### src/rtl/conv_pkg.sv
// Shared constants and types for the 4x4 / 3x3 / 2x2 convolution sequencer.
// Holds the scratchpad memory map, the convolution geometry and the
// controller state encoding.
package conv_pkg;

  // Default widths. Instances may override them through module parameters.
  localparam int DW_DEFAULT    = 8;
  localparam int AW_DEFAULT    = 5;
  localparam int ACC_W_DEFAULT = 20;

  // Scratchpad memory map: A (input), B (kernel), C (result).
  localparam int A_BASE = 0;
  localparam int B_BASE = 16;
  localparam int C_BASE = 25;
  localparam int N_OPND = 25;

  // Convolution geometry.
  localparam int IN_DIM  = 4;
  localparam int K_DIM   = 3;
  localparam int OUT_DIM = 2;
  localparam int N_OUT   = OUT_DIM * OUT_DIM;

  // Width of the load counter, which walks the A and B regions.
  localparam int LCNT_W = $clog2(N_OPND);

  typedef enum logic [2:0] {
    IDLE,
    LOAD,
    MAC,
    WR,
    DONE
  } state_e;

  // Flat operand index of input element A[row][col].
  function automatic int a_index(input int row, input int col);
    return A_BASE + IN_DIM * row + col;
  endfunction

  // Flat operand index of kernel element B[row][col].
  function automatic int b_index(input int row, input int col);
    return B_BASE + K_DIM * row + col;
  endfunction

endpackage

### src/rtl/conv_mac.sv
// Unsigned multiply-accumulate unit used by the convolution sequencer.
// clr has priority over en; the accumulator holds when neither is asserted.
module conv_mac #(
  parameter int DW    = 8,
  parameter int ACC_W = 20
) (
  input  logic             clk,
  input  logic             rst,
  input  logic             clr_i,
  input  logic             en_i,
  input  logic [DW-1:0]    a_i,
  input  logic [DW-1:0]    b_i,
  output logic [ACC_W-1:0] acc_o
);

  logic [2*DW-1:0]  prod;
  logic [ACC_W-1:0] acc_d;
  logic [ACC_W-1:0] acc_q;

  assign prod = a_i * b_i;

  // Next accumulator value: clear, accumulate one product, or hold.
  always_comb begin
    // NOTE: acc_d gets a default first so every path assigns it and no latch is inferred.
    acc_d = acc_q;
    if (clr_i) begin
      acc_d = '0;
    end else if (en_i) begin
      acc_d = acc_q + ACC_W'(prod);
    end
  end

  // Accumulator register with synchronous reset.
  always_ff @(posedge clk) begin
    // NOTE: sequential state uses non-blocking assignments so all registers update together.
    if (rst) begin
      acc_q <= '0;
    end else begin
      acc_q <= acc_d;
    end
  end

  assign acc_o = acc_q;

endmodule

### src/rtl/conv_seq_ctrl.sv
// Convolution sequencer: loads A (4x4) and B (3x3) from the scratchpad,
// computes the 2x2 valid convolution with one MAC, and writes C back.
// A run takes a fixed 66 cycles: 25 LOAD, 4 x (9 MAC + 1 WR), 1 DONE.
module conv_seq_ctrl
  import conv_pkg::*;
#(
  parameter int DW        = DW_DEFAULT,
  parameter int AW        = AW_DEFAULT,
  parameter int ACC_W     = ACC_W_DEFAULT,
  parameter int OUT_SHIFT = 0
) (
  input  logic          clk,
  input  logic          rst,
  input  logic          start,
  output logic          busy,
  output logic          done,
  output logic          sat_flag,
  output logic [AW-1:0] mem_addr,
  output logic          mem_we,
  output logic [DW-1:0] mem_wdata,
  input  logic [DW-1:0] mem_rdata
);

  // Controller state and registered outputs.
  state_e              state_q;
  logic                busy_q;
  logic                done_q;
  logic                sat_q;
  logic                we_q;
  logic [AW-1:0]       addr_q;

  // Sequencing counters.
  logic [LCNT_W-1:0]   load_cnt_q;
  logic [1:0]          out_idx_q;
  logic [1:0]          row_q;
  logic [1:0]          col_q;

  // Local copy of A and B, indexed by scratchpad address.
  logic [DW-1:0]       opnd_q [N_OPND];

  // Datapath signals.
  logic [LCNT_W-1:0]   a_idx;
  logic [LCNT_W-1:0]   b_idx;
  logic [DW-1:0]       mac_a;
  logic [DW-1:0]       mac_b;
  logic [ACC_W-1:0]    acc;
  logic [ACC_W-1:0]    acc_shifted;
  logic                sat;
  logic [DW-1:0]       wdata;
  logic                last_tap;

  // Operand selection for the current output pixel and kernel tap.
  always_comb begin
    a_idx = LCNT_W'(a_index(int'(out_idx_q[1]) + int'(row_q),
                            int'(out_idx_q[0]) + int'(col_q)));
    b_idx = LCNT_W'(b_index(int'(row_q), int'(col_q)));
  end

  assign mac_a    = opnd_q[a_idx];
  assign mac_b    = opnd_q[b_idx];
  assign last_tap = (row_q == 2'(K_DIM - 1)) && (col_q == 2'(K_DIM - 1));

  conv_mac #(
    .DW    (DW),
    .ACC_W (ACC_W)
  ) u_mac (
    .clk   (clk),
    .rst   (rst),
    .clr_i (state_q != MAC),
    .en_i  (state_q == MAC),
    .a_i   (mac_a),
    .b_i   (mac_b),
    .acc_o (acc)
  );

  // Output scaling: shift, then clamp to the largest DW-bit value.
  always_comb begin
    acc_shifted = acc >> OUT_SHIFT;
    sat         = |acc_shifted[ACC_W-1:DW];
    wdata       = '0;
    if (state_q == WR) begin
      wdata = sat ? '1 : acc_shifted[DW-1:0];
    end
  end

  // Operand capture during LOAD; read data is valid in the same cycle as the address.
  always_ff @(posedge clk) begin
    // NOTE: the operand array has no reset; every entry is rewritten by LOAD before any MAC reads it.
    if (!rst && state_q == LOAD) begin
      opnd_q[load_cnt_q] <= mem_rdata;
    end
  end

  // Main sequencer FSM with registered outputs.
  always_ff @(posedge clk) begin
    if (rst) begin
      state_q    <= IDLE;
      busy_q     <= 1'b0;
      done_q     <= 1'b0;
      sat_q      <= 1'b0;
      we_q       <= 1'b0;
      addr_q     <= '0;
      load_cnt_q <= '0;
      out_idx_q  <= '0;
      row_q      <= '0;
      col_q      <= '0;
    end else begin
      done_q <= 1'b0;
      we_q   <= 1'b0;
      addr_q <= '0;

      case (state_q)
        IDLE: begin
          if (start) begin
            sat_q      <= 1'b0;
            busy_q     <= 1'b1;
            load_cnt_q <= '0;
            addr_q     <= AW'(A_BASE);
            state_q    <= LOAD;
          end
        end

        LOAD: begin
          if (load_cnt_q == LCNT_W'(N_OPND - 1)) begin
            out_idx_q <= '0;
            row_q     <= '0;
            col_q     <= '0;
            state_q   <= MAC;
          end else begin
            load_cnt_q <= load_cnt_q + 1'b1;
            addr_q     <= AW'(load_cnt_q + 1'b1);
          end
        end

        MAC: begin
          if (last_tap) begin
            we_q    <= 1'b1;
            addr_q  <= AW'(C_BASE) + AW'(out_idx_q);
            state_q <= WR;
          end else if (col_q == 2'(K_DIM - 1)) begin
            col_q <= '0;
            row_q <= row_q + 1'b1;
          end else begin
            col_q <= col_q + 1'b1;
          end
        end

        WR: begin
          if (sat) begin
            sat_q <= 1'b1;
          end
          if (out_idx_q == 2'(N_OUT - 1)) begin
            busy_q  <= 1'b0;
            done_q  <= 1'b1;
            state_q <= DONE;
          end else begin
            out_idx_q <= out_idx_q + 1'b1;
            row_q     <= '0;
            col_q     <= '0;
            state_q   <= MAC;
          end
        end

        DONE: begin
          state_q <= IDLE;
        end

        default: begin
          state_q <= IDLE;
        end
      endcase
    end
  end

  assign busy      = busy_q;
  assign done      = done_q;
  assign sat_flag  = sat_q;
  assign mem_we    = we_q;
  assign mem_addr  = addr_q;
  assign mem_wdata = wdata;

endmodule

### config.mk
export PLATFORM = sky130hd
export DESIGN_NAME = conv_seq_ctrl
export DESIGN_NICKNAME = d
export VERILOG_FILES = /design/src/rtl/conv_pkg.sv /design/src/rtl/conv_mac.sv /design/src/rtl/conv_seq_ctrl.sv
export SDC_FILE = /design/constraint.sdc
export NUM_CORES = 1
export LEC_CHECK = 0
export CAP_MARGIN = 25
export CELL_PAD_IN_SITES_DETAIL_PLACEMENT = 0
export CELL_PAD_IN_SITES_GLOBAL_PLACEMENT = 1
export CORE_ASPECT_RATIO = 2
export CORE_MARGIN = 2
export CORE_UTILIZATION = 53
export DETAILED_ROUTE_END_ITERATION = 6
export MAX_ROUTING_LAYER = met4
export PLACE_DENSITY = 0.86
export SLEW_MARGIN = 20
export SYNTH_ARGS = -nofsm -noshare
export SYNTH_HDL_FRONTEND = slang
export SYNTH_HIERARCHICAL = 1
export SYNTH_SLANG_ARGS = --single-unit
### constraint.sdc
create_clock -name clk -period 7.85 [get_ports clk]
set_input_delay 1.57 -clock clk [delete_from_list [all_inputs] [get_ports clk]]
set_output_delay 1.57 -clock clk [all_outputs]
set_load 0.005 [all_outputs]
==> results by group, run 1 <==
Logic synthesis
  – Cell taking the most area after synthesis: edfxtp_1
  – Register area share after synthesis: 52.2%
  – Yosys reg bits: approximately 240
  – Synthesized area: approximately 13,000 um2
  – Most frequent cell after synthesis: edfxtp_1
  – Ys Warns: 6
  – Commonest cells post-synth: 200 x edfxtp_1, 117 x inv_1, 77 x nor2_1
  – Post-synth net total: approximately 1,100
  – EDFF count, synth: 200
  – Post-Syn Instances: 981
  – Most used DFF post-synth: edfxtp_1
  – Avg Synthesized Cell Area: ~13 um2
  – Unique cell type count in the Yosys netlist: just over 60
  – Share of the synthesized area in the top cell type: between 40% and 50%
  – Ys async rst share: 0%
  – Largest cells by area after synthesis: edfxtp_1 46%, mux4_2 11%, fa_1 7.9%

Clock tree
  – Worst-path clk slew: approximately 0.070 ns
  – Clock buffer depth: 3
  – TritonCTS Buffers: 22
  – CTS Root Buffer Type: clkbuf_16
  – CTS Hold Bufs: 0
  – Sink Count: 243
  – H-tree levels: 1
  – Worst-Skew Late Latency: 0.52 ns
  – CTS tree: done
  – Post-CTS setup buffer count: 0
  – Post-cts repair resize count: 0

STA
  – Final period utilization: about 93%
  – Setup TNS: 0 ns
  – Final setup viols: 0
  – Slew of the pin with the lowest slew margin: roughly 1.0 ns
  – Skew final: 0.00948 ns
  – Final hold vios: 0
  – Min Tclk post-route: a little over 7 ns
  – Max Clk Rate: 138 MHz
  – Slew headroom: between 30% and 40%
  – Final slew viol count: 0
  – Unrepaired setup endpoints after global routing: false

Floorplan
  – Width of the chip: about 120 um
  – Initial Util: ~54%
  – Rows: 81
  – Core area: roughly 24,000 um2
  – DIE AREA: 26,200 um2
  – IO Count: 28
  – Die Height: approximately 230 um

Detailed routing
  – Initial DRC count: between 600 and 700
  – Detailed Routing Iterations Pass 1: 5
  – Vias per cell: a little under 6
  – Via count: slightly below 8,000
  – Routed WL per cell: about 23 um
  – DR DRC count: 0
  – Final ANT Viol Nets: 0
  – Wirelength, routed: 30.8 mm

Min path
  – Hold depth: 2
  – Worst Hold Class: flip-flop to flip-flop
  – Hold path startpoint: u_mac/acc_o[13]$_SDFFE_PP0P_
  – WHS Endpoint: u_mac/acc_o[13]$_SDFFE_PP0P_

Worst setup path
  – Startpoint Class: flip-flop
  – CP Max Fanout: 16
  – FF-to-FF Start: col_q[0]$_SDFFE_PP0P_
  – Setup crit end kind: flip-flop
  – Worst Reg-to-Reg Cells: 21
  – Setup slack, reg-to-reg: 0.58 ns
  – R2r endpoint: u_mac/acc_o[19]$_SDFFE_PP0P_
  – CP Class: flip-flop to flip-flop
  – Worst EP required: between 8 and 9 ns
  – WP data arrival: around 7.7 ns

GRT
  – Gr ovfl total: 0
  – Total GRT Usage: between 20% and 30%
  – Vias in the first global route: ~8,500
  – Global-route wire length before repair: 47.9 mm
  – Pin count of the biggest net entering global routing: 27
  – Initial antenna violation count: 0

Pwr
  – Clk network pwr share: between 40% and 50%
  – Internal power: 0.00219 W
  – Switch share: 22.6%
  – P_sw: around 0.00064 W
  – Ratio of total power to cell area: ~190 nW/um2
  – Comb power frac: 7.8%
  – Peak supply drop: 211 uV
  – Share of power burned in registers: roughly half
  – P_leak: 5.32 nW

Layout
  – NumNets Final: ~1,100
  – ANT cells: 0
  – Fillers: between 1,500 and 2,000
  – Area grow syn2layout: 11.9%
  – Fraction of layout cells with a size suffix above 1: ~15%
  – Final core utilization: between 60% and 70%

Outcome
  – Status: completed

Place
  – PortBufs: 27
  – Dpl hpwl: 23.1 mm
  – Routability cong.: ~0.84

Run
  – Max-cap viol count: 0
==> worst max-delay path: stages, from the launching register on <==
cell,delay [ns]
dfxtp_1,0.46
ha_2,0.26
ha_2,0.28
xor2_4,0.51
buf_4,0.31
mux4_2,0.32
mux2_2,0.28
a22oi_1,0.21
o221ai_1,0.41
and2_1,0.31
fa_1,0.40
fa_1,0.51
inv_1,0.05
fa_1,0.51
fa_1,0.55
inv_1,0.04
ha_1,0.38
nand3_1,0.20
or4b_4,0.62
a311oi_2,0.29
xnor2_1,0.15
nor2_1,0.05
==> power groups by stage <==
| stage | clock (W) | combinational [W] | sequential, W |
|---|---|---|---|
| finish | 0.00121 | 0.000221 | 0.00140 |
| global placement | 0 | 0.000214 | 0.00143 |
| floorplan | 0 | 0.000151 | 0.00143 |
| CTS | 0.00123 | 0.000219 | 0.00140 |
| detailed placement | 0 | 0.000218 | 0.00143 |
| global route | 0.00127 | 0.000251 | 0.00140 |
==> placed cells by master (no fill, tap or decap), types with 13 or more instances in the layout <==
cell type and instances:
a21oi_1 38, and2_1 33, buf_4 13, clkbuf_16 23, clkdlybuf4s50_1 27, dfxtp_1 43
edfxtp_1 200, fa_1 52, ha_1 51, inv_1 117, mux2_2 16, mux2i_1 28
mux4_2 64, nand2_1 63, nand3_1 14, nor2_1 77, o21ai_0 13
==> how the worst max path moves through the flow <==
stage | from | end | slack (ns) | cells after the start
floorplan | col_q[1]$_SDFFE_PP0P_ | u_mac/acc_o[19]$_SDFFE_PP0P_ | 1.37 | 24
global placement | col_q[0]$_SDFFE_PP0P_ | u_mac/acc_o[19]$_SDFFE_PP0P_ | 0.63 | 21
detailed placement | col_q[0]$_SDFFE_PP0P_ | u_mac/acc_o[19]$_SDFFE_PP0P_ | 0.57 | 21
CTS | col_q[0]$_SDFFE_PP0P_ | u_mac/acc_o[19]$_SDFFE_PP0P_ | 0.56 | 21
global route | col_q[0]$_SDFFE_PP0P_ | u_mac/acc_o[18]$_SDFFE_PP0P_ | 0.23 | 21
finish | col_q[0]$_SDFFE_PP0P_ | u_mac/acc_o[19]$_SDFFE_PP0P_ | 0.58 | 21
==> layout make-up <==
cell class,instances,area [um2],area share [%]
Timing Repair Buffer,46,477,3.24
Sequential cell,243,6870,46.7
Inverter,117,439,2.98
Tap cell,332,415,2.82
Clock buffer,23,576,3.91
Multi-Input combinational cell,584,5700,38.7
Clock inverter,17,244,1.66
==> state kept, by name, indices dropped and copies added, names as in the netlist <==
signal,flops
load_cnt_q,5
out_idx_q,2
mem_we,1
busy,1
col_q,2
u_mac/acc_o,20
sat_flag,1
state_q,3
row_q,2
opnd_q,200
mem_addr,5
done,1
==> layer usage <==
| metal | track usage [%] | wire length [um] | vias to the layer above |
|---|---|---|---|
| met5 | - | 0 | - |
| met4 | 14.9 | 2060 | 0 |
| met3 | 3.07 | 1150 | 87 |
| met2 | 47.9 | 17800 | 235 |
| met1 | 23.9 | 9850 | 3949 |
| li1 | - | - | 3619 |
==> cell families (layout without fill, tap and decap cells) <==
kind of cell,Yosys count,count (layout),share of synthesized area [%]
XOR/XNOR,15,15,0.999
adder cells (fa/ha/maj),105,105,13.0
multiplexers,108,108,14.5
AND/OR/NAND/NOR,239,239,8.89
AO/OA/AOI/OAI,117,117,5.82
buffers and inverters,154,203,4.66
flip-flops,243,243,52.2
==> metrics by stage <==
stage	cells	worst slack, ns	power [W]	hold slack [ns]	cell area (um2)
after floorplan	981	1.37	0.00158	0.438	13200
after global placement	1318	0.628	0.00164	0.463	13800
after detailed placement	1318	0.566	0.00165	0.464	13800
after CTS	1358	0.557	0.00285	0.475	14600
after global routing	1362	0.233	0.00292	0.511	14700
final	1362	0.585	0.00283	0.474	14700
Power figures use the tool's default switching activity.
==> run 2, diff against run 1 <==
--- a/config.mk
+++ b/config.mk
@@ -12,6 +12,7 @@
 export CORE_MARGIN = 2
 export CORE_UTILIZATION = 53
 export DETAILED_ROUTE_END_ITERATION = 6
+export GPL_ROUTABILITY_DRIVEN = 0
 export MAX_ROUTING_LAYER = met4
 export PLACE_DENSITY = 0.86
 export SLEW_MARGIN = 20
==> results of run 2 <==
The final DEF is identical to that of run 1; final timing and power are the same.
